File: config.mk
export PLATFORM = sky130hd
export DESIGN_NAME = score_display_mux
export DESIGN_NICKNAME = d
export VERILOG_FILES = /design/src/rtl/score_display_mux.sv
export SDC_FILE = /design/constraint.sdc
export NUM_CORES = 1
export LEC_CHECK = 0
export ABC_CLOCK_PERIOD_IN_PS = 5800
export CELL_PAD_IN_SITES_DETAIL_PLACEMENT = 1
export CELL_PAD_IN_SITES_GLOBAL_PLACEMENT = 1
export CORE_ASPECT_RATIO = 1.25
export CORE_MARGIN = 8
export CORE_UTILIZATION = 43
export DETAILED_ROUTE_END_ITERATION = 6
export PLACE_DENSITY = 0.9
export SYNTH_ARGS = -nofsm -noshare
export SYNTH_HDL_FRONTEND = slang
export SYNTH_SLANG_ARGS = --single-unit
File: constraint.sdc
create_clock -name clk -period 5.8 [get_ports clk]
set_input_delay 1.16 -clock clk [delete_from_list [all_inputs] [get_ports clk]]
set_output_delay 1.16 -clock clk [all_outputs]
set_load 0.005 [all_outputs]
File: src/rtl/score_display_mux.sv
`default_nettype none
// ============================================================================
// Module  : score_display_mux
// Purpose : Time-multiplexed 4-digit common-anode score display driver with
//           guard cycle, leading-zero blanking and winner blink.
// Rev     : 1.0  initial release
// ============================================================================
module score_display_mux #(
  parameter int REFRESH_DIV = 100000,
  parameter int BLINK_SCANS = 64
) (
  input  logic       clk,
  input  logic       reset,
  input  logic [3:0] p1_tens,
  input  logic [3:0] p1_ones,
  input  logic [3:0] p2_tens,
  input  logic [3:0] p2_ones,
  input  logic       lz_blank,
  input  logic [1:0] winner,
  output logic [3:0] an,
  output logic [6:0] seg,
  output logic       dp
);

  localparam int              RC_W      = $clog2(REFRESH_DIV);
  localparam int              BC_W      = (BLINK_SCANS > 1) ? $clog2(BLINK_SCANS) : 1;
  localparam logic [RC_W-1:0] RC_LAST   = RC_W'(REFRESH_DIV - 1);
  localparam logic [BC_W-1:0] BC_LAST   = BC_W'(BLINK_SCANS - 1);
  localparam logic [6:0]      SEG_BLANK = 7'h7F;

  logic [RC_W-1:0] rc_q, rc_d;
  logic [1:0]      idx_q, idx_d;
  logic [BC_W-1:0] bcnt_q, bcnt_d;
  logic            bphase_q, bphase_d;
  logic [3:0]      snap_p1t_q, snap_p1o_q, snap_p2t_q, snap_p2o_q;
  logic [3:0]      snap_p1t_d, snap_p1o_d, snap_p2t_d, snap_p2o_d;
  logic            snap_lz_q, snap_lz_d;
  logic [1:0]      snap_win_q, snap_win_d;
  logic [3:0]      an_q, an_d;
  logic [6:0]      seg_q, seg_d;
  logic            dp_q, dp_d;

  logic            rc_wrap;
  logic            scan_wrap;
  logic            guard;
  logic [3:0]      digit;
  logic            blink_hit;
  logic            lz_hit;

  function automatic logic [6:0] seg_decode(input logic [3:0] v);
    logic [6:0] s;
    case (v)
      4'd0:    s = 7'h40;
      4'd1:    s = 7'h79;
      4'd2:    s = 7'h24;
      4'd3:    s = 7'h30;
      4'd4:    s = 7'h19;
      4'd5:    s = 7'h12;
      4'd6:    s = 7'h02;
      4'd7:    s = 7'h78;
      4'd8:    s = 7'h00;
      4'd9:    s = 7'h10;
      default: s = 7'h3F;
    endcase
    return s;
  endfunction

  // Scan timing: idx walks 3,2,1,0 and a full scan ends on the 0->3 step.
  always_comb begin
    rc_wrap   = (rc_q == RC_LAST);
    scan_wrap = rc_wrap && (idx_q == 2'd0);
    rc_d      = rc_wrap ? '0 : rc_q + 1'b1;
    idx_d     = rc_wrap ? idx_q - 2'd1 : idx_q;
  end

  always_comb begin
    snap_p1t_d = snap_p1t_q;
    snap_p1o_d = snap_p1o_q;
    snap_p2t_d = snap_p2t_q;
    snap_p2o_d = snap_p2o_q;
    snap_lz_d  = snap_lz_q;
    snap_win_d = snap_win_q;
    bcnt_d     = bcnt_q;
    bphase_d   = bphase_q;
    if (scan_wrap) begin
      snap_p1t_d = p1_tens;
      snap_p1o_d = p1_ones;
      snap_p2t_d = p2_tens;
      snap_p2o_d = p2_ones;
      snap_lz_d  = lz_blank;
      snap_win_d = winner;
      // Blink only advances across scans whose snapshot already had a winner;
      // a winner of 00 being loaded clears the phase on this same edge.
      if ((winner == 2'b00) || (snap_win_q == 2'b00)) begin
        bcnt_d   = '0;
        bphase_d = 1'b0;
      end else if (bcnt_q == BC_LAST) begin
        bcnt_d   = '0;
        bphase_d = ~bphase_q;
      end else begin
        bcnt_d   = bcnt_q + 1'b1;
      end
    end
  end

  always_comb begin
    guard = (rc_q == '0);
    case (idx_q)
      2'd3:    digit = snap_p1t_q;
      2'd2:    digit = snap_p1o_q;
      2'd1:    digit = snap_p2t_q;
      default: digit = snap_p2o_q;
    endcase
    blink_hit = bphase_q && (idx_q[1] ? snap_win_q[0] : snap_win_q[1]);
    lz_hit    = snap_lz_q && idx_q[0] && (digit == 4'd0);

    an_d  = 4'hF;
    seg_d = SEG_BLANK;
    dp_d  = 1'b1;
    if (!guard) begin
      an_d = ~(4'b0001 << idx_q);
      dp_d = (idx_q != 2'd2);
      if (blink_hit || lz_hit) seg_d = SEG_BLANK;
      else                     seg_d = seg_decode(digit);
    end
  end

  always_ff @(posedge clk) begin
    if (reset) begin
      rc_q       <= '0;
      idx_q      <= 2'd3;
      bcnt_q     <= '0;
      bphase_q   <= 1'b0;
      snap_p1t_q <= 4'd0;
      snap_p1o_q <= 4'd0;
      snap_p2t_q <= 4'd0;
      snap_p2o_q <= 4'd0;
      snap_lz_q  <= 1'b0;
      snap_win_q <= 2'b00;
      an_q       <= 4'hF;
      seg_q      <= SEG_BLANK;
      dp_q       <= 1'b1;
    end else begin
      rc_q       <= rc_d;
      idx_q      <= idx_d;
      bcnt_q     <= bcnt_d;
      bphase_q   <= bphase_d;
      snap_p1t_q <= snap_p1t_d;
      snap_p1o_q <= snap_p1o_d;
      snap_p2t_q <= snap_p2t_d;
      snap_p2o_q <= snap_p2o_d;
      snap_lz_q  <= snap_lz_d;
      snap_win_q <= snap_win_d;
      an_q       <= an_d;
      seg_q      <= seg_d;
      dp_q       <= dp_d;
    end
  end

  assign an  = an_q;
  assign seg = seg_q;
  assign dp  = dp_q;

endmodule
`default_nettype wire

==> results by group, run 1 <==
Layout
  • Area grow syn2layout: 17.8%
  • NumNets Final: about 360
  • Share of cells above drive strength 1: 0.0494
  • # diodes: 0
  • Post-layout util: 0.517
  • Fillers: ~670

Floorplanning
  • Core area: 0.00570 mm^2
  • FP Rows: 31
  • Die ar.: between 0.008 and 0.009 mm^2
  • Initial Util: 0.439
  • Die height: between 100 and 150 um
  • Die W: between 80 and 90 um
  • IO Count: 33

Global route
  • Largest net degree at the start of global routing: 31
  • Initial antenna violation count: 0
  • Vias in the first global route: between 2k and 2.5k
  • First-pass GRT wire length: approximately 11000 um
  • Overall routing resource usage: 0.150
  • Congestion Overflow GR: 0

Routing
  • Drt drc: 0
  • DRT Wirelength: 6260 um
  • DR vias/cell: 5.52
  • DRT Pass-1 Iters: 6
  • Starting DRT DRC Count: about 120
  • Vias: roughly 2.2k
  • Avg WL per Cell: between 15 and 20 um
  • Routed Antenna Nets: 0

Power and ir drop
  • Cell Pwr Density: 234 mW/mm^2
  • Worst-case vdd ir drop: between 0.1 and 0.15 mV
  • Pleak: 1.07 nW
  • Tot Pwr: about 0.00069 W

Placed design
  • Final GP Congestion: slightly above 0.8
  • Port Buffer Count: 32
  • Dpl hpwl: around 4800 um

Worst hold path
  • Min-delay src: snap_p1o_q[0]$_SDFFE_PP0P_
  • Hold Path Stages: 2
  • Hold WC Path Type: register to register
  • WHS Endpoint: snap_p1o_q[0]$_SDFFE_PP0P_

Clock network
  • Clock Latency Late Sink: 0.31 ns
  • Clock Pin Slew Worst Setup and Hold Paths: ~0.10 ns
  • CTS Buffer Depth: 2
  • Post-CTS sizing: 0
  • CTS tree: done
  • CTS root buf: clkbuf_8
  • Cts hold-fix bufs: 0
  • H-tree levels: 2
  • Post-CTS Setup Bufs: 0
  • # clock sinks: 56
  • Num CTS Buffers: 5

Worst setup path
  • Reg2reg setup slack: about 3.2 ns
  • WP data arrival: slightly above 3 ns
  • Worst-case reg-to-reg path depth: 9
  • Crit path launch type: input port
  • Worst r2r src: idx_q[0]$_SDFFE_PP1N_
  • Critical path type: input port to register
  • CP required: ~6.0 ns
  • Reg2reg end: seg[5]$_SDFF_PP1_
  • Critical Path Sink Type: register
  • CP max FO: 29

Synthesis
  • Flops & latches, synth: 56
  • Synth Instances: 296
  • Register area share after synthesis: 0.448
  • Cell variety after synth: 38
  • Post-Syn Nets: between 300 and 400
  • Post-Syn Area per Cell: roughly 8.4 um^2
  • Ys async rst share: 0
  • Yosys Warn Count: 0
  • Post-synth EDFFs: 0
  • Synthesized cell area: around 0.0025 mm^2
  • Main synth FF type: dfxtp_1

Timing
  • Min Tclk post-route: 2.91 ns
  • Final Hold Viols: 0
  • Least-Margin Pin Slew: roughly 1.1 ns
  • Final Max Tran Viols: 0
  • Clock Skew: ~0.0096 ns
  • Fmax: around 340 MHz
  • Unrepaired setup endpoints after global routing: no
  • Final setup fails: 0
  • Period utilization: 0.502
  • Total negative setup slack: 0 ns
  • Slew margin rel.: 0.296

Outcome
  • Status: finished, final reports clean

Flow run
  • Max-Cap Viols: 0
[routing by layer]
metal,track usage,wire (um),up-vias
met5,0,0,-
met4,0.0559,107,0
met3,0.0306,195,10
met2,0.301,3580,41
met1,0.143,2380,1055
li1,-,-,1048
[where the power goes]
part	switching [W]	internal (W)
Combinational	0.0000172	0.0000251
Clock	0.000123	0.000128
Sequential	0.00000345	0.000391
Total	0.000144	0.000545
[synth_stat cells (2+ instances only)]
| cell | count | area (um^2) |
|---|---|---|
| a21oi_1 | 28 | 140 |
| ha_1 | 12 | 150 |
| mux2_2 | 4 | 45.0 |
| buf_4 | 2 | 15.0 |
| o31ai_1 | 2 | 15.0 |
| buf_2 | 4 | 20.0 |
| or4_1 | 4 | 30.0 |
| clkbuf_1 | 5 | 18.8 |
| nand2_1 | 58 | 218 |
| and3_1 | 5 | 31.3 |
| nand3_1 | 13 | 65.1 |
| mux2i_1 | 4 | 40.0 |
| a222oi_1 | 4 | 40.0 |
| or3_1 | 2 | 12.5 |
| xor2_1 | 9 | 78.8 |
| nor3_1 | 5 | 25.0 |
| o21ai_0 | 10 | 50.1 |
| inv_1 | 14 | 52.6 |
| nor4_1 | 2 | 12.5 |
| xnor2_1 | 8 | 70.1 |
| nor2_1 | 26 | 97.6 |
| and2_1 | 2 | 12.5 |
| nand4_1 | 2 | 12.5 |
| nand2b_1 | 2 | 12.5 |
| dfxtp_1 | 56 | 1120 |
[cell type report]
class / instances / area, um^2 / area share
clock buffers: 6 / 72.6 / 0.0246
clock inverters: 2 / 35.0 / 0.0119
inverters: 14 / 52.6 / 0.0178
multi-input cells: 214 / 1260 / 0.428
flip-flops and latches: 56 / 1120 / 0.380
well taps: 66 / 82.6 / 0.0280
repair buffers: 32 / 320 / 0.109
[placed cells by master (no fill, tap or decap), types with 8 or more instances in the layout]
cell type	n
a21oi_1	28
clkdlybuf4s50_1	32
dfxtp_1	56
ha_1	12
inv_1	14
nand2_1	58
nand3_1	13
nor2_1	26
o21ai_0	10
xnor2_1	8
xor2_1	9
[flip-flops by register name (all words and copies together) (netlist names)]
| register | count |
|---|---|
| snap_p2t_q | 4 |
| snap_p2o_q | 4 |
| bphase_q | 1 |
| snap_lz_q | 1 |
| idx_q | 2 |
| seg | 7 |
| snap_win_q | 2 |
| rc_q | 17 |
| bcnt_q | 6 |
| an | 4 |
| snap_p1t_q | 4 |
| snap_p1o_q | 4 |
[critical path, cell delays in order]
cell             delay, ns
clkdlybuf4s50_1       0.94
a21oi_1               0.38
o31ai_1               0.14
a21oi_1               0.31
o21ai_0               0.14
[worst max path at each step]
| stage | slack, ns | cells after the start | from | end |
|---|---|---|---|---|
| 6_report | 2.89 | 5 | reset | seg[5]$_SDFF_PP1_ |
| 4_1_cts | 2.92 | 3 | reset | rc_q[5]$_SDFF_PP0_ |
| 2_1_floorplan | 3.78 | 10 | idx_q[0]$_SDFFE_PP1N_ | seg[0]$_SDFF_PP1_ |
| 3_5_place_dp | 2.56 | 3 | reset | rc_q[8]$_SDFF_PP0_ |
| 3_3_place_gp | 2.59 | 3 | reset | rc_q[14]$_SDFF_PP0_ |
| 5_1_grt | 2.67 | 5 | reset | seg[5]$_SDFF_PP1_ |
[metrics by stage]
step / hold slack, ns / cell area (um^2) / setup WS (ns) / std cells
2_1_floorplan: 0.431 / 2500 / 3.78 / 296
3_3_place_gp: 0.439 / 2840 / 2.59 / 382
3_5_place_dp: 0.453 / 2840 / 2.56 / 382
4_1_cts: 0.467 / 2950 / 2.92 / 390
5_1_grt: 0.486 / 2950 / 2.67 / 390
6_report: 0.464 / 2950 / 2.89 / 390
[kinds of logic after synthesis]
group | Yosys count | synth area share
fa+ha+maj | 12 | 0.0600
mux | 8 | 0.0340
buf+inv | 26 | 0.0470
compound gates | 50 | 0.118
xor+xnor | 17 | 0.0595
simple gates | 127 | 0.234
flops | 56 | 0.448
Note: power is estimated with default switching activity, not from simulation.
==> run 2: changes to the inputs <==
ABC_CLOCK_PERIOD_IN_PS = 2450   (was 5800)
CORE_UTILIZATION = 37   (was 43)
PLACE_DENSITY = 0.83   (was 0.9)
clock period = 2.45 ns   (was 5.8 ns; I/O delays follow)
==> run 2 against run 1 <==
Wire length decreased by 1.7%. Clock power increased by 110%. Via count decreased by 1.3%. Die area increased by 13%. Core utilization decreased by 5.8 points. Register-to-register slack got worse by 3.0 ns. Combinational power increased by 140%. Non-clock buffer count increased by 7. Flip-flop and latch count unchanged. Worst setup slack got worse by 2.7 ns. Clock skew decreased by 0.0017 ns.
==> results by group, run 2 (synthesis results as in run 1) <==
Worst setup path
  • Crit path launch type: register
  • Crit path max-delay family: compound AO/OA/AOI/OAI gates
  • Worst-case reg-to-reg path depth: 10
  • Slowest-stage cell, CP: dfxtp_2
  • CP required: 2.65 ns
  • Worst r2r src: idx_q[0]$_SDFFE_PP1N_
  • Worst path cell trace: inv_1 > ha_1 > a222oi_1 > mux2i_1 > inv_1 > ha_1 > nand3_1 > o21ai_1 > a21oi_2 > o21ai_0
  • WP buf/inv: 2
  • Critical Path Sink Type: register
  • CP max stage delay: between 0.3 and 0.4 ns
  • Critical path type: register to register
  • CP max FO: 5
  • WP data arrival: roughly 2.4 ns
  • Reg2reg end: seg[5]$_SDFF_PP1_
  • Reg2reg setup slack: roughly 0.22 ns

Layout
  • Fin cells: ~420
  • Max FFs per register: 17
  • NumNets Final: 363
  • Most flops, register: rc_q
  • Fillers: roughly 780
  • Storage cell area: around 0.0011 mm^2
  • Post-layout util: 0.459
  • Fin area: 0.00301 mm^2
  • Multi-input logic area: ~0.0013 mm^2
  • # diodes: 0
  • Share of cells above drive strength 1: 0.0785
  • Commonest non-fill, non-tap cell in the layout: nand2_1
  • Most frequent cells in the layout: 58 x nand2_1, 55 x dfxtp_1, 32 x clkdlybuf4s50_1
  • Area grow syn2layout: 20.5%

Global route
  • Initial antenna violation count: 0
  • Overall routing resource usage: 0.137
  • First-pass GRT wire length: between 10000 and 15000 um
  • Congestion Overflow GR: 0
  • Vias in the first global route: about 2.2k
  • Largest net degree at the start of global routing: 29

Timing
  • Slew margin rel.: 0.648
  • Final hold slack: between 0.4 and 0.5 ns
  • Total negative setup slack: 0 ns
  • Min Tclk post-route: ~2.2 ns
  • Final Max Tran Viols: 0
  • Fmax: between 400 and 500 MHz
  • Final setup fails: 0
  • Clock Skew: between 0.007 and 0.008 ns
  • Final Hold Viols: 0
  • Least-Margin Pin Slew: just over 0.5 ns
  • Period utilization: 0.912

Floorplanning
  • Initial Util: 0.381
  • Die ar.: a little under 0.01 mm^2
  • FP Rows: 33
  • IO Count: 33
  • Die height: 108 um
  • Core area: about 0.0066 mm^2
  • Die W: slightly below 90 um

Worst hold path
  • WHS Endpoint: snap_p2o_q[3]$_SDFFE_PP0P_
  • Hold WC Path Type: register to register
  • Hold Path Stages: 2
  • Min-delay src: snap_p2o_q[3]$_SDFFE_PP0P_

Placed design
  • DP Area: 0.00291 mm^2
  • Final GP Congestion: approximately 0.80
  • Dpl hpwl: between 4000 and 5000 um
  • Placed cells: roughly 410
  • Port Buffer Count: 32

Flow run
  • Max-Cap Viols: 0

Routing
  • Vias: around 2.1k
  • DRT Wirelength: just over 6000 um
  • Routed Antenna Nets: 0
  • Starting DRT DRC Count: 71
  • Avg WL per Cell: between 10 and 15 um
  • Drt drc: 0
  • DR vias/cell: between 5 and 6
  • DRT Pass-1 Iters: 6

Power and ir drop
  • Cell Pwr Density: just over 500 mW/mm^2
  • Worst-case vdd ir drop: 0.204 mV
  • Pleak: about 1.1 nW

Clock network
  • Clock Latency Late Sink: 0.31 ns
  • Clock Pin Slew Worst Setup and Hold Paths: 0.10 ns
  • CTS tree: done
  • CTS Buffer Depth: 2
  • # clock sinks: 56
  • Num CTS Buffers: 5
  • CTS root buf: clkbuf_8
  • H-tree levels: 2

Outcome
  • Status: finished, final reports clean
==> run 2: cell types whose count changed in the layout (fill, tap and decap cells not counted) <==
cell | before | now
buf_4 | 0 | 7
a21oi_1 | 28 | 27
a21oi_2 | 0 | 1
bufinv_16 | 1 | 0
clkbuf_1 | 1 | 0
clkinv_4 | 0 | 1
dfxtp_1 | 56 | 55
dfxtp_2 | 0 | 1
inv_6 | 0 | 1
o21ai_0 | 10 | 9
o21ai_1 | 0 | 1
==> run 2: how the worst max path moves through the flow <==
stage	from	endpoint	slack (ns)	depth (start not counted)
after floorplan	idx_q[0]$_SDFFE_PP1N_	seg[0]$_SDFF_PP1_	0.43	10
after global placement	idx_q[0]$_SDFFE_PP1N_	seg[0]$_SDFF_PP1_	0.27	9
after detailed placement	idx_q[0]$_SDFFE_PP1N_	seg[5]$_SDFF_PP1_	0.09	10
after CTS	idx_q[0]$_SDFFE_PP1N_	seg[5]$_SDFF_PP1_	0.08	10
after global routing	idx_q[0]$_SDFFE_PP1N_	seg[5]$_SDFF_PP1_	-0.002	10
final	idx_q[0]$_SDFFE_PP1N_	seg[5]$_SDFF_PP1_	0.22	10
==> run 2: per-layer routing <==
| layer | share of wire | GRT usage | wire length, um |
|---|---|---|---|
| met1 | 0.41 | 0.143 | 2500 |
| met2 | 0.54 | 0.257 | 3300 |
| met3 | 0.038 | 0.0252 | 232 |
| met4 | 0.020 | 0.0536 | 124 |
| met5 | 0 | 0 | 0 |
==> run 2: metrics by stage <==
| step | power [W] | setup WS, ns |
|---|---|---|
| floorplan | 0.000989 | 0.435 |
| global placement | 0.00106 | 0.271 |
| detailed placement | 0.00106 | 0.0915 |
| CTS | 0.00158 | 0.0797 |
| global route | 0.00162 | -0.00214 |
| finish | 0.00155 | 0.215 |
==> run 2: what timing repair did <==
item / 4_1_cts / 5_1_grt
hold buffers: 0 / 0
hold endpoints to repair: 0 / 0
resized for setup: 0 / 3
setup buffers: 0 / 1
endpoints found under the setup margin: 0 / 6
==> run 2: where the power goes <==
| part | switching, W | internal, W |
|---|---|---|
| clock | 0.000311 | 0.000206 |
| sequential | 0.00000768 | 0.000926 |
| combinational | 0.0000415 | 0.0000617 |
==> run 2: layout make-up <==
type,instances,area share
Clock inverter,3,0.00747
Inverter,14,0.0174
Sequential cell,56,0.372
Clock buffer,5,0.0228
Timing Repair Buffer,39,0.124
Tap cell,87,0.0361
Multi-Input combinational cell,214,0.420
==> run 2: worst min-delay path, delay by kind of cell, from the launching register on <==
| kind | cells | cell delay [ns] |
|---|---|---|
| DFF | 1 | 0.33 |
| AOI/OAI and AO/OA | 1 | 0.05 |
| and+or+nand+nor | 1 | 0.05 |
==> run 3: changes to the inputs <==
PLACE_DENSITY = not set   (was 0.83)
PLACE_DENSITY_LB_ADDON = 0.1   (was not set)
==> run 3 against run 2 <==
Sequential share of layout area is 0.32 points lower. Total power is 0.12% lower. Die area stayed put. Core utilization is 0.34 points higher. Cell area is 0.75% higher. Critical path depth stayed put. Flip-flop and latch count stayed put. Non-clock buffer count is 3 higher. Worst setup slack better by 0.0011 ns. Global-route usage is 0.96 points lower. Worst hold slack worse by 0.00091 ns. Final cell count is 0.72% higher. Critical path type unchanged. Largest power group unchanged. Highest routed layer unchanged.
==> results by group, run 3 (synthesis results as in run 1) <==
Power and ir drop
  • Cell Pwr Density: ~510 mW/mm^2
  • Sw Share: 0.218
  • Combinational fraction of design power: 0.066
  • Power share of the sequential group: 0.601
  • Pleak: roughly 1.1 nW
  • Worst-case vdd ir drop: approximately 0.23 mV
  • Switching Power: approximately 0.00034 W
  • Int Power: roughly 0.0012 W
  • Clock network power share: 0.332

Worst setup path
  • Reg2reg end: seg[5]$_SDFF_PP1_
  • Worst Setup SP: idx_q[0]$_SDFFE_PP1N_
  • Critical Path Sink Type: register
  • CP required: 2.68 ns
  • Reg2reg setup slack: ~0.22 ns
  • CP max FO: 5
  • Worst-case reg-to-reg path depth: 10
  • CP Capture Point: seg[5]$_SDFF_PP1_
  • WP data arrival: 2.46 ns
  • Critical path type: register to register
  • Worst r2r src: idx_q[0]$_SDFFE_PP1N_
  • Crit path launch type: register

Placed design
  • Port Buffer Count: 32
  • Dpl hpwl: around 4600 um
  • Pre-CTS WS: approximately 0.12 ns
  • Final GP Congestion: between 0.7 and 0.8
  • Placed cells: around 410
  • DP Area: about 0.0029 mm^2

Timing
  • Fmax: around 450 MHz
  • Period utilization: 0.912
  • Final WS setup: between 0.2 and 0.25 ns
  • Final Max Tran Viols: 0
  • Min Tclk post-route: approximately 2.2 ns
  • Clock Skew: 0.0103 ns
  • Final setup fails: 0
  • Least-Margin Pin Slew: between 0.4 and 0.5 ns
  • Final Hold Viols: 0
  • Slew margin rel.: 0.696
  • Final hold slack: 0.460 ns

Flow run
  • Max-Cap Viols: 0

Routing
  • DR vias/cell: approximately 5.0
  • Drt drc: 0
  • Wire length on met2: ~3200 um
  • Max layer used: met4
  • Post-Route M1 WL: 2460 um
  • Avg WL per Cell: ~14 um
  • Routed Antenna Nets: 0
  • DRT Wirelength: between 5000 and 6000 um
  • DRT Pass-1 Iters: 4
  • Vias: ~2.1k
  • Met3 wire length: between 150 and 200 um
  • Starting DRT DRC Count: 31

Clock network
  • Num CTS Buffers: 5
  • CTS root buf: clkbuf_8
  • CTS tree: done
  • CTS Buffer Depth: 2
  • Clock Latency Late Sink: around 0.31 ns
  • H-tree levels: 2
  • # clock sinks: 56
  • Clock Pin Slew Worst Setup and Hold Paths: 0.09 ns

Floorplanning
  • Initial Util: 0.381
  • Die W: roughly 90 um
  • Die ar.: ~0.0097 mm^2
  • FP Rows: 33
  • IO Count: 33
  • Core area: 0.00657 mm^2
  • Die height: between 100 and 150 um

Layout
  • Post-layout util: 0.463
  • Commonest non-fill, non-tap cell in the layout: nand2_1
  • Fin area: between 0.003 and 0.004 mm^2
  • Most flops, register: rc_q
  • NumNets Final: between 300 and 400
  • Most frequent cells in the layout: 58 x nand2_1, 56 x dfxtp_1, 32 x clkdlybuf4s50_1
  • Fin cells: around 420
  • Area grow syn2layout: 21.4%
  • Share of cells above drive strength 1: 0.0838
  • # diodes: 0
  • Max FFs per register: 17

Global route
  • Congestion Overflow GR: 0
  • First-pass GRT wire length: 9760 um
  • Overall routing resource usage: 0.127
  • Largest net degree at the start of global routing: 29
  • Initial antenna violation count: 0
  • Vias in the first global route: around 2.2k

Worst hold path
  • Hold WC Path Type: register to register

Outcome
  • Status: finished, final reports clean
[run 3: cell count changes in the layout (fill, tap and decap cells not counted)]
cell	delta
dfxtp_2	-1
o21ai_0	+1
o21ai_1	-1
clkbuf_8	+1
dfxtp_1	+1
inv_6	-1
clkinv_4	-1
clkinv_2	+1
buf_4	+3
[run 3: how the worst min path moves through the flow]
| stage | depth (start not counted) | to | from | slack (ns) |
|---|---|---|---|---|
| floorplan | 2 | snap_p2t_q[0]$_SDFFE_PP0P_ | snap_p2t_q[0]$_SDFFE_PP0P_ | 0.43 |
| global placement | 2 | snap_p2o_q[2]$_SDFFE_PP0P_ | snap_p2o_q[2]$_SDFFE_PP0P_ | 0.44 |
| detailed placement | 2 | snap_p2o_q[1]$_SDFFE_PP0P_ | snap_p2o_q[1]$_SDFFE_PP0P_ | 0.45 |
| CTS | 2 | snap_p2o_q[1]$_SDFFE_PP0P_ | snap_p2o_q[1]$_SDFFE_PP0P_ | 0.46 |
| global route | 2 | snap_p1t_q[0]$_SDFFE_PP0P_ | snap_p1t_q[0]$_SDFFE_PP0P_ | 0.48 |
| finish | 2 | snap_p2o_q[1]$_SDFFE_PP0P_ | snap_p2o_q[1]$_SDFFE_PP0P_ | 0.46 |
[run 3: routing by layer]
metal,track usage,vias up
met4,0.0477,0
met5,0,-
met1,0.133,999
met2,0.240,29
met3,0.0229,11
li1,-,1069
[run 3: layout make-up]
type	instances	area, um^2
fillers	783	3530
multi-input cells	214	1270
flip-flops and latches	56	1120
repair buffers	42	395
well taps	87	109
clock buffers	6	82.6
inverters	14	52.6
clock inverters	2	10.0
[run 3: timing repair]
action                                  CTS  global route
gates resized for setup                   0             1
endpoints found under the setup margin    0             2
buffers inserted                          0             2
hold buffers                              0             0
[run 3: metrics by stage]
stage                     TNS (ns)  total power [W]
after global placement           0          0.00106
after detailed placement         0          0.00106
after floorplan                  0         0.000989
after CTS                        0          0.00158
after global routing      -0.00652          0.00162
final                            0          0.00155
[run 3: worst max-delay path, stage by stage (launching register included)]
cell and delay, ns:
dfxtp_1 0.40, inv_1 0.12, ha_1 0.27, a222oi_1 0.35, mux2i_1 0.16, inv_1 0.13
ha_1 0.18, nand3_1 0.10, o21ai_0 0.23, a21oi_2 0.12, o21ai_0 0.11
[run 3: power groups by stage]
stage	clock (W)	combinational (W)	sequential (W)
after floorplan	0	0.0000334	0.000955
after global placement	0	0.000103	0.000955
after detailed placement	0	0.000105	0.000955
after CTS	0.000536	0.000105	0.000934
after global routing	0.000565	0.000114	0.000936
final	0.000515	0.000103	0.000933
